<file path="src/rtl/mem_port_arbiter_pkg.sv">
// Shared encodings for the memory-port arbiter: FSM states, steering selects
// and the arbitration rule.
package mem_port_arbiter_pkg;

  typedef enum logic [1:0] {
    ST_IDLE = 2'd0,
    ST_BUSY = 2'd1,
    ST_RESP = 2'd2
  } state_e;

  localparam logic SEL_IF = 1'b0;
  localparam logic SEL_D  = 1'b1;

  // Data has priority unless fetch has been passed over STARVE_MAX times.
  function automatic logic pick_winner(input logic if_req, input logic d_req,
                                       input logic starved);
    return (d_req && !(if_req && starved)) ? SEL_D : SEL_IF;
  endfunction

endpackage

</file>
<file path="src/rtl/mem_port_arbiter_if.sv">
// Requester and memory-side signals of the shared memory port.
interface mem_port_arbiter_if #(
  parameter int ADDR_W = 32,
  parameter int DATA_W = 32
);
  logic              if_req;
  logic [ADDR_W-1:0] if_addr;
  logic              if_done;
  logic              d_req;
  logic              d_we;
  logic [ADDR_W-1:0] d_addr;
  logic [DATA_W-1:0] d_wdata;
  logic              d_done;
  logic [DATA_W-1:0] rdata;
  logic              err;
  logic              sel;
  logic              mem_req;
  logic              mem_we;
  logic [ADDR_W-1:0] mem_addr;
  logic [DATA_W-1:0] mem_wdata;
  logic [DATA_W-1:0] mem_rdata;
  logic              mem_ready;
  logic              busy;

  modport slave (
    input  if_req, if_addr, d_req, d_we, d_addr, d_wdata, mem_rdata, mem_ready,
    output if_done, d_done, rdata, err, sel, mem_req, mem_we, mem_addr,
           mem_wdata, busy
  );

  modport master (
    output if_req, if_addr, d_req, d_we, d_addr, d_wdata, mem_rdata, mem_ready,
    input  if_done, d_done, rdata, err, sel, mem_req, mem_we, mem_addr,
           mem_wdata, busy
  );
endinterface

</file>
<file path="src/rtl/mem_steer.sv">
// Combinational address/write-data steering and write-enable gating for the
// shared memory port.
module mem_steer
  import mem_port_arbiter_pkg::*;
#(
  parameter int ADDR_W = 32,
  parameter int DATA_W = 32
) (
  input  logic              sel,
  input  logic              active,
  input  logic              d_we,
  input  logic [ADDR_W-1:0] if_addr,
  input  logic [ADDR_W-1:0] d_addr,
  input  logic [DATA_W-1:0] d_wdata,
  output logic [ADDR_W-1:0] mem_addr,
  output logic [DATA_W-1:0] mem_wdata,
  output logic              mem_we
);

  assign mem_addr  = (sel == SEL_D) ? d_addr : if_addr;
  // Fetch never writes, so its write-data leg is tied off.
  assign mem_wdata = (sel == SEL_D) ? d_wdata : '0;
  assign mem_we    = active && (sel == SEL_D) && d_we;

endmodule

</file>
<file path="src/rtl/mem_port_arbiter.sv">
// Shared memory-port sequencer: arbitrates fetch vs data, runs the req/ready
// handshake with a timeout, and returns per-requester done pulses.
module mem_port_arbiter
  import mem_port_arbiter_pkg::*;
#(
  parameter int ADDR_W     = 32,
  parameter int DATA_W     = 32,
  parameter int STARVE_MAX = 4,
  parameter int TIMEOUT    = 16
) (
  input  logic                clk,
  input  logic                rst,
  mem_port_arbiter_if.slave   bus
);

  localparam logic [3:0] STARVE_LIM = 4'(STARVE_MAX);
  localparam logic [7:0] TMO_LAST   = 8'(TIMEOUT - 1);

  state_e            state_q, state_d;
  logic              sel_q, sel_d;
  logic [3:0]        starve_q, starve_d;
  logic [7:0]        timer_q, timer_d;
  logic [DATA_W-1:0] rdata_q, rdata_d;
  logic              err_q, err_d;
  logic              any_req, winner, in_busy, if_done_o, d_done_o, busy_o;

  assign any_req = bus.if_req || bus.d_req;
  assign winner  = pick_winner(bus.if_req, bus.d_req, starve_q == STARVE_LIM);

  always_ff @(posedge clk or posedge rst) begin
    if (rst) state_q <= ST_IDLE;
    else     state_q <= state_d;
  end

  always_comb begin
    state_d = state_q;
    unique case (state_q)
      ST_IDLE: if (any_req) state_d = ST_BUSY;
      ST_BUSY: if (bus.mem_ready || timer_q == TMO_LAST) state_d = ST_RESP;
      ST_RESP: state_d = ST_IDLE;
      default: state_d = ST_IDLE;
    endcase
  end

  always_comb begin
    in_busy   = (state_q == ST_BUSY);
    busy_o    = (state_q != ST_IDLE);
    if_done_o = (state_q == ST_RESP) && (sel_q == SEL_IF);
    d_done_o  = (state_q == ST_RESP) && (sel_q == SEL_D);
  end

  always_comb begin
    sel_d    = sel_q;
    starve_d = starve_q;
    timer_d  = timer_q;
    rdata_d  = rdata_q;
    err_d    = err_q;
    if (state_q == ST_IDLE && any_req) begin
      sel_d   = winner;
      timer_d = '0;
      // Only data grants that actually bypass a waiting fetch count as starvation.
      if (winner == SEL_IF)
        starve_d = '0;
      else if (bus.if_req && starve_q != STARVE_LIM)
        starve_d = starve_q + 4'd1;
    end
    if (in_busy) begin
      timer_d = timer_q + 8'd1;
      if (bus.mem_ready) begin
        rdata_d = bus.mem_rdata;
        err_d   = 1'b0;
      end else if (timer_q == TMO_LAST) begin
        rdata_d = '0;
        err_d   = 1'b1;
      end
    end
  end

  always_ff @(posedge clk or posedge rst) begin
    if (rst) begin
      sel_q    <= SEL_IF;
      starve_q <= '0;
      timer_q  <= '0;
      rdata_q  <= '0;
      err_q    <= 1'b0;
    end else begin
      sel_q    <= sel_d;
      starve_q <= starve_d;
      timer_q  <= timer_d;
      rdata_q  <= rdata_d;
      err_q    <= err_d;
    end
  end

  mem_steer #(.ADDR_W(ADDR_W), .DATA_W(DATA_W)) u_steer (
    .sel       (sel_q),
    .active    (in_busy),
    .d_we      (bus.d_we),
    .if_addr   (bus.if_addr),
    .d_addr    (bus.d_addr),
    .d_wdata   (bus.d_wdata),
    .mem_addr  (bus.mem_addr),
    .mem_wdata (bus.mem_wdata),
    .mem_we    (bus.mem_we)
  );

  assign bus.sel     = sel_q;
  assign bus.mem_req = in_busy;
  assign bus.busy    = busy_o;
  assign bus.if_done = if_done_o;
  assign bus.d_done  = d_done_o;
  assign bus.rdata   = rdata_q;
  assign bus.err     = err_q;

endmodule
</file>
<file path="src/flat_wrapper.sv">
// flat-port wrapper written by rule: the top's interface ports become plain ports
module mem_port_arbiter_flat import mem_port_arbiter_pkg::*;
#(
  parameter int ADDR_W     = 32,
  parameter int DATA_W     = 32,
  parameter int STARVE_MAX = 4,
  parameter int TIMEOUT    = 16
)
  (clk, rst, bus_if_req, bus_if_addr, bus_d_req, bus_d_we, bus_d_addr, bus_d_wdata, bus_mem_rdata, bus_mem_ready, bus_if_done, bus_d_done, bus_rdata, bus_err, bus_sel, bus_mem_req, bus_mem_we, bus_mem_addr, bus_mem_wdata, bus_busy);
  mem_port_arbiter_if #(.ADDR_W(ADDR_W), .DATA_W(DATA_W)) bus_i ();
  input  logic clk;
  input  logic rst;
  input wire logic [$bits(bus_i.if_req)-1:0] bus_if_req;
  input wire logic [$bits(bus_i.if_addr)-1:0] bus_if_addr;
  input wire logic [$bits(bus_i.d_req)-1:0] bus_d_req;
  input wire logic [$bits(bus_i.d_we)-1:0] bus_d_we;
  input wire logic [$bits(bus_i.d_addr)-1:0] bus_d_addr;
  input wire logic [$bits(bus_i.d_wdata)-1:0] bus_d_wdata;
  input wire logic [$bits(bus_i.mem_rdata)-1:0] bus_mem_rdata;
  input wire logic [$bits(bus_i.mem_ready)-1:0] bus_mem_ready;
  output wire logic [$bits(bus_i.if_done)-1:0] bus_if_done;
  output wire logic [$bits(bus_i.d_done)-1:0] bus_d_done;
  output wire logic [$bits(bus_i.rdata)-1:0] bus_rdata;
  output wire logic [$bits(bus_i.err)-1:0] bus_err;
  output wire logic [$bits(bus_i.sel)-1:0] bus_sel;
  output wire logic [$bits(bus_i.mem_req)-1:0] bus_mem_req;
  output wire logic [$bits(bus_i.mem_we)-1:0] bus_mem_we;
  output wire logic [$bits(bus_i.mem_addr)-1:0] bus_mem_addr;
  output wire logic [$bits(bus_i.mem_wdata)-1:0] bus_mem_wdata;
  output wire logic [$bits(bus_i.busy)-1:0] bus_busy;
  assign bus_i.if_req = bus_if_req;
  assign bus_i.if_addr = bus_if_addr;
  assign bus_i.d_req = bus_d_req;
  assign bus_i.d_we = bus_d_we;
  assign bus_i.d_addr = bus_d_addr;
  assign bus_i.d_wdata = bus_d_wdata;
  assign bus_i.mem_rdata = bus_mem_rdata;
  assign bus_i.mem_ready = bus_mem_ready;
  assign bus_if_done = bus_i.if_done;
  assign bus_d_done = bus_i.d_done;
  assign bus_rdata = bus_i.rdata;
  assign bus_err = bus_i.err;
  assign bus_sel = bus_i.sel;
  assign bus_mem_req = bus_i.mem_req;
  assign bus_mem_we = bus_i.mem_we;
  assign bus_mem_addr = bus_i.mem_addr;
  assign bus_mem_wdata = bus_i.mem_wdata;
  assign bus_busy = bus_i.busy;
  mem_port_arbiter #(.ADDR_W(ADDR_W), .DATA_W(DATA_W), .STARVE_MAX(STARVE_MAX), .TIMEOUT(TIMEOUT)) u_core (.clk(clk), .rst(rst), .bus(bus_i));
endmodule
</file>
<file path="config.mk">
export PLATFORM = sky130hd
export DESIGN_NAME = mem_port_arbiter_flat
export DESIGN_NICKNAME = d
export VERILOG_FILES = /design/src/rtl/mem_port_arbiter_pkg.sv /design/src/rtl/mem_port_arbiter_if.sv /design/src/rtl/mem_steer.sv /design/src/rtl/mem_port_arbiter.sv /design/src/flat_wrapper.sv
export SDC_FILE = /design/constraint.sdc
export NUM_CORES = 1
export LEC_CHECK = 0
export CORE_MARGIN = 2
export CORE_UTILIZATION = 28
export DETAILED_ROUTE_END_ITERATION = 7
export MAX_ROUTING_LAYER = met4
export PLACE_DENSITY = 0.77
export SYNTH_ARGS = -nofsm -noshare
export SYNTH_HDL_FRONTEND = slang
export SYNTH_HIERARCHICAL = 1
export SYNTH_SLANG_ARGS = --single-unit
</file>
<file path="constraint.sdc">
create_clock -name clk -period 1.78 [get_ports clk]
set_clock_uncertainty 0.05 [all_clocks]
set_input_delay 0.356 -clock clk [delete_from_list [all_inputs] [get_ports clk]]
set_output_delay 0.356 -clock clk [all_outputs]
set_load 0.005 [all_outputs]
</file>
==> run_results.csv <==
group,metric,value,unit
clocking,clk_pin_slew,0.09,ns
clocking,cts_tree,"built",
clocking,max-clock-path-buffers,2,
place,port_buffers,236,
detailed_routing,via_per_inst,4.85,
finish,drive_above_1_share,36.2,%
detailed_routing,drt_iter0_drc,142,
logic_synthesis,synth_seq_cells,48,
global_route,grt_pass1_vias,3105,
clocking,clk_latency,0.30,ns
clocking,numCtsBuffers,5,
logic_synthesis,synth_area,2630,µm²
finish,seqCellArea,1200,µm²
floorplanning,ios,237,
setup_path,crit_arrival,1.50,ns
setup_path,cp-end-kind,"primary output",
detailed_routing,wirelength,12300,µm
global_route,grt_use_total,23.2,%
floorplanning,core_area,9200,µm²
finish,nFillCells,747,
logic_synthesis,synth_ff_type,"dfrtp_1",
job,drv_cap,0,
floorplanning,rows,35,
logic_synthesis,avgSynthCellArea,11.5,µm²
detailed_routing,post_drt_wl_per_cell,20.2,µm
detailed_routing,dr_total_vias,2960,
timing,hold-worst-slack,0.277,ns
timing,grt_setup_unrepaired,"true",
floorplanning,die_area,10200,µm²
finish,syn_to_final_growth,122,%
setup_path,worstPathRequired,1.37,ns
floorplanning,dieHeight,101,µm
finish,finalNetCount,632,
finish,multi_input_area,1510,µm²
logic_synthesis,synth-edff-count,0,
power,powerDensity,1330,nW/µm²
power,irDropWorstVdd,0.631,mV
logic_synthesis,ys_warn_count,6,
timing,period_minus_slack,1.91,ns
status,violations,"setup timing",
clocking,hold_buffers,0,
timing,tightest_slew,0.412,ns
status,outcome,"complete, but fails checks",
timing,fin_setup_tns,-4.05,ns
clocking,clkSinkCount,48,
detailed_routing,drcViolationCount,0,
logic_synthesis,synthArstFlopShare,100,%
setup_path,rrSetupSlack,-0.01,ns
floorplanning,start_util,28.6,%
setup_path,worstReg2RegStart,"u_core/timer_q[5]$_DFFE_PP0P_",
place,dpl.hpwl,8920,µm
global_route,grt_pass1_wl,17300,µm
global_route,grt.overflow.total,0,
timing,period_share,107,%
hold_path,hp-class,"input port to async pin",
global_route,grt_max_degree,34,
setup_path,startpoint_type,"flop",
setup_path,reg2reg_depth,5,
setup_path,reg2reg_to,"u_core/bus.rdata[9]$_DFFE_PP0P_",
timing,max-slew-margin-rel,72.3,%
timing,drv_slew,0,
place,gp_congestion,0.845,
timing,hold_violations,0,
clocking,cts_root_buf,"clkbuf_8",
timing,setup_viol,59,
setup_path,crit_fanout,7,
setup_path,crit_type,"flop to primary output",
timing,worst_slack,-0.125,ns
detailed_routing,dr.pass1.iters,4,
clocking,htree_levels,2,
floorplanning,die_x,101,µm
finish,final_cell_mix,"clkdlybuf4s50_1 (166), buf_6 (67), dfrtp_1 (46), a22o_1 (33), mux2_4 (32)",
logic_synthesis,ys_types,33,
logic_synthesis,syn_inst,229,
global_route,antenna_found_initial,4,
timing,max_freq,525,MHz
power,leakagePower,2.64,nW
logic_synthesis,synth_nets,366,
detailed_routing,ant_nets,0,
logic_synthesis,ys_seq_area_share,45.6,%
setup_path,critical_path.startpoint,"u_core/bus.sel$_DFFE_PP0P_",
finish,final_common_cell,"clkdlybuf4s50_1",
cells in the mapped netlist (all sizes together), types with 2 or more instances:
cell type	count	area, µm²
dfrtp	48	1200
and2	34	213
buf	13	103
o21ai	10	50.1
inv	8	30.0
clkbuf	2	7.51
nor3	4	20.0
a22o	33	289
nor2	4	15.0
o31ai	4	30.0
nand2	13	56.3
mux2i	2	20.0
nand3	5	25.0
mux2	32	424
ha	3	37.5
and3	3	18.8
registers in the layout, summed over array words and instances, names as in the netlist:
name / flops
u_core/starve_q: 4
u_core/state_q: 2
u_core/bus.sel: 1
u_core/bus.err: 1
u_core/timer_q: 8
u_core/bus.rdata: 32
report_power, final:
group | leakage, nW | internal (mW) | switching [mW]
Sequential | 0.606 | 1.53 | 0.305
Combinational | 2.00 | 3.43 | 1.89
Clock | 0.0400 | 0.266 | 0.354
worst max-delay path, cell delays in order, from the launching register on:
cell and delay, ns:
dfrtp_2 0.45, buf_12 0.17, buf_12 0.15, mux2_4 0.31, buf_6 0.12
through the flow:
| step | instances | util, % | setup WS, ns | power [mW] | instance area [µm²] |
|---|---|---|---|---|---|
| final | 610 | 63.6 | -0.125 | 7.78 | 5850 |
| after global routing | 610 | 63.6 | -0.157 | 8.18 | 5850 |
| after CTS | 605 | 62.4 | -0.139 | 7.67 | 5740 |
| after detailed placement | 579 | 56.7 | -0.163 | 5.99 | 5210 |
| after global placement | 579 | 56.7 | -0.168 | 5.91 | 5210 |
| after floorplan | 229 | - | 0.107 | 3.53 | 2630 |
cell type report:
class / count / share of cell area, %
clock buffer: 5 / 1.18
inverter: 8 / 0.514
multi-input combinational: 161 / 25.7
timing repair buffer: 271 / 49.2
antenna: 4 / 0.171
sequential: 48 / 20.6
tap: 111 / 2.38
clock inverter: 2 / 0.214
what timing repair did:
action,CTS,global route
buffers inserted,10,3
pin swaps,36,1
resized for setup,365,31
cloned,9,0
setup endpoints to repair,102,93
per-layer routing:
layer | GRT usage, % | vias to the layer above | wire length (µm)
met1 | 26.6 | 1447 | 4920
li1 | - | 1363 | -
met5 | - | - | 0
met4 | 4.16 | 0 | 204
met2 | 40.5 | 137 | 6220
met3 | 6.93 | 13 | 1000
kinds of logic (layout without fill, tap and decap cells):
kind of cell | count (synthesis) | in the layout | synth area share [%]
buffers and inverters | 23 | 286 | 5.32
adder cells (fa/ha/maj) | 3 | 3 | 1.43
multiplexers | 34 | 34 | 16.9
flip-flops | 48 | 48 | 45.6
AND/OR/NAND/NOR | 68 | 71 | 14.6
other | 0 | 4 | 0
AO/OA/AOI/OAI | 53 | 53 | 16.1
how the worst max path moves through the flow:
stage | endpoint | slack (ns) | cells past startpoint
after global placement | bus_mem_wdata[20] | -0.17 | 3
after detailed placement | bus_mem_wdata[20] | -0.16 | 3
after global routing | bus_mem_addr[27] | -0.16 | 4
final | bus_mem_addr[27] | -0.13 | 4
after CTS | bus_mem_addr[15] | -0.14 | 4
after floorplan | u_core/bus.rdata[19]$_DFFE_PP0P_ | 0.11 | 5
No activity file was read; power rests on OpenSTA's default activity.
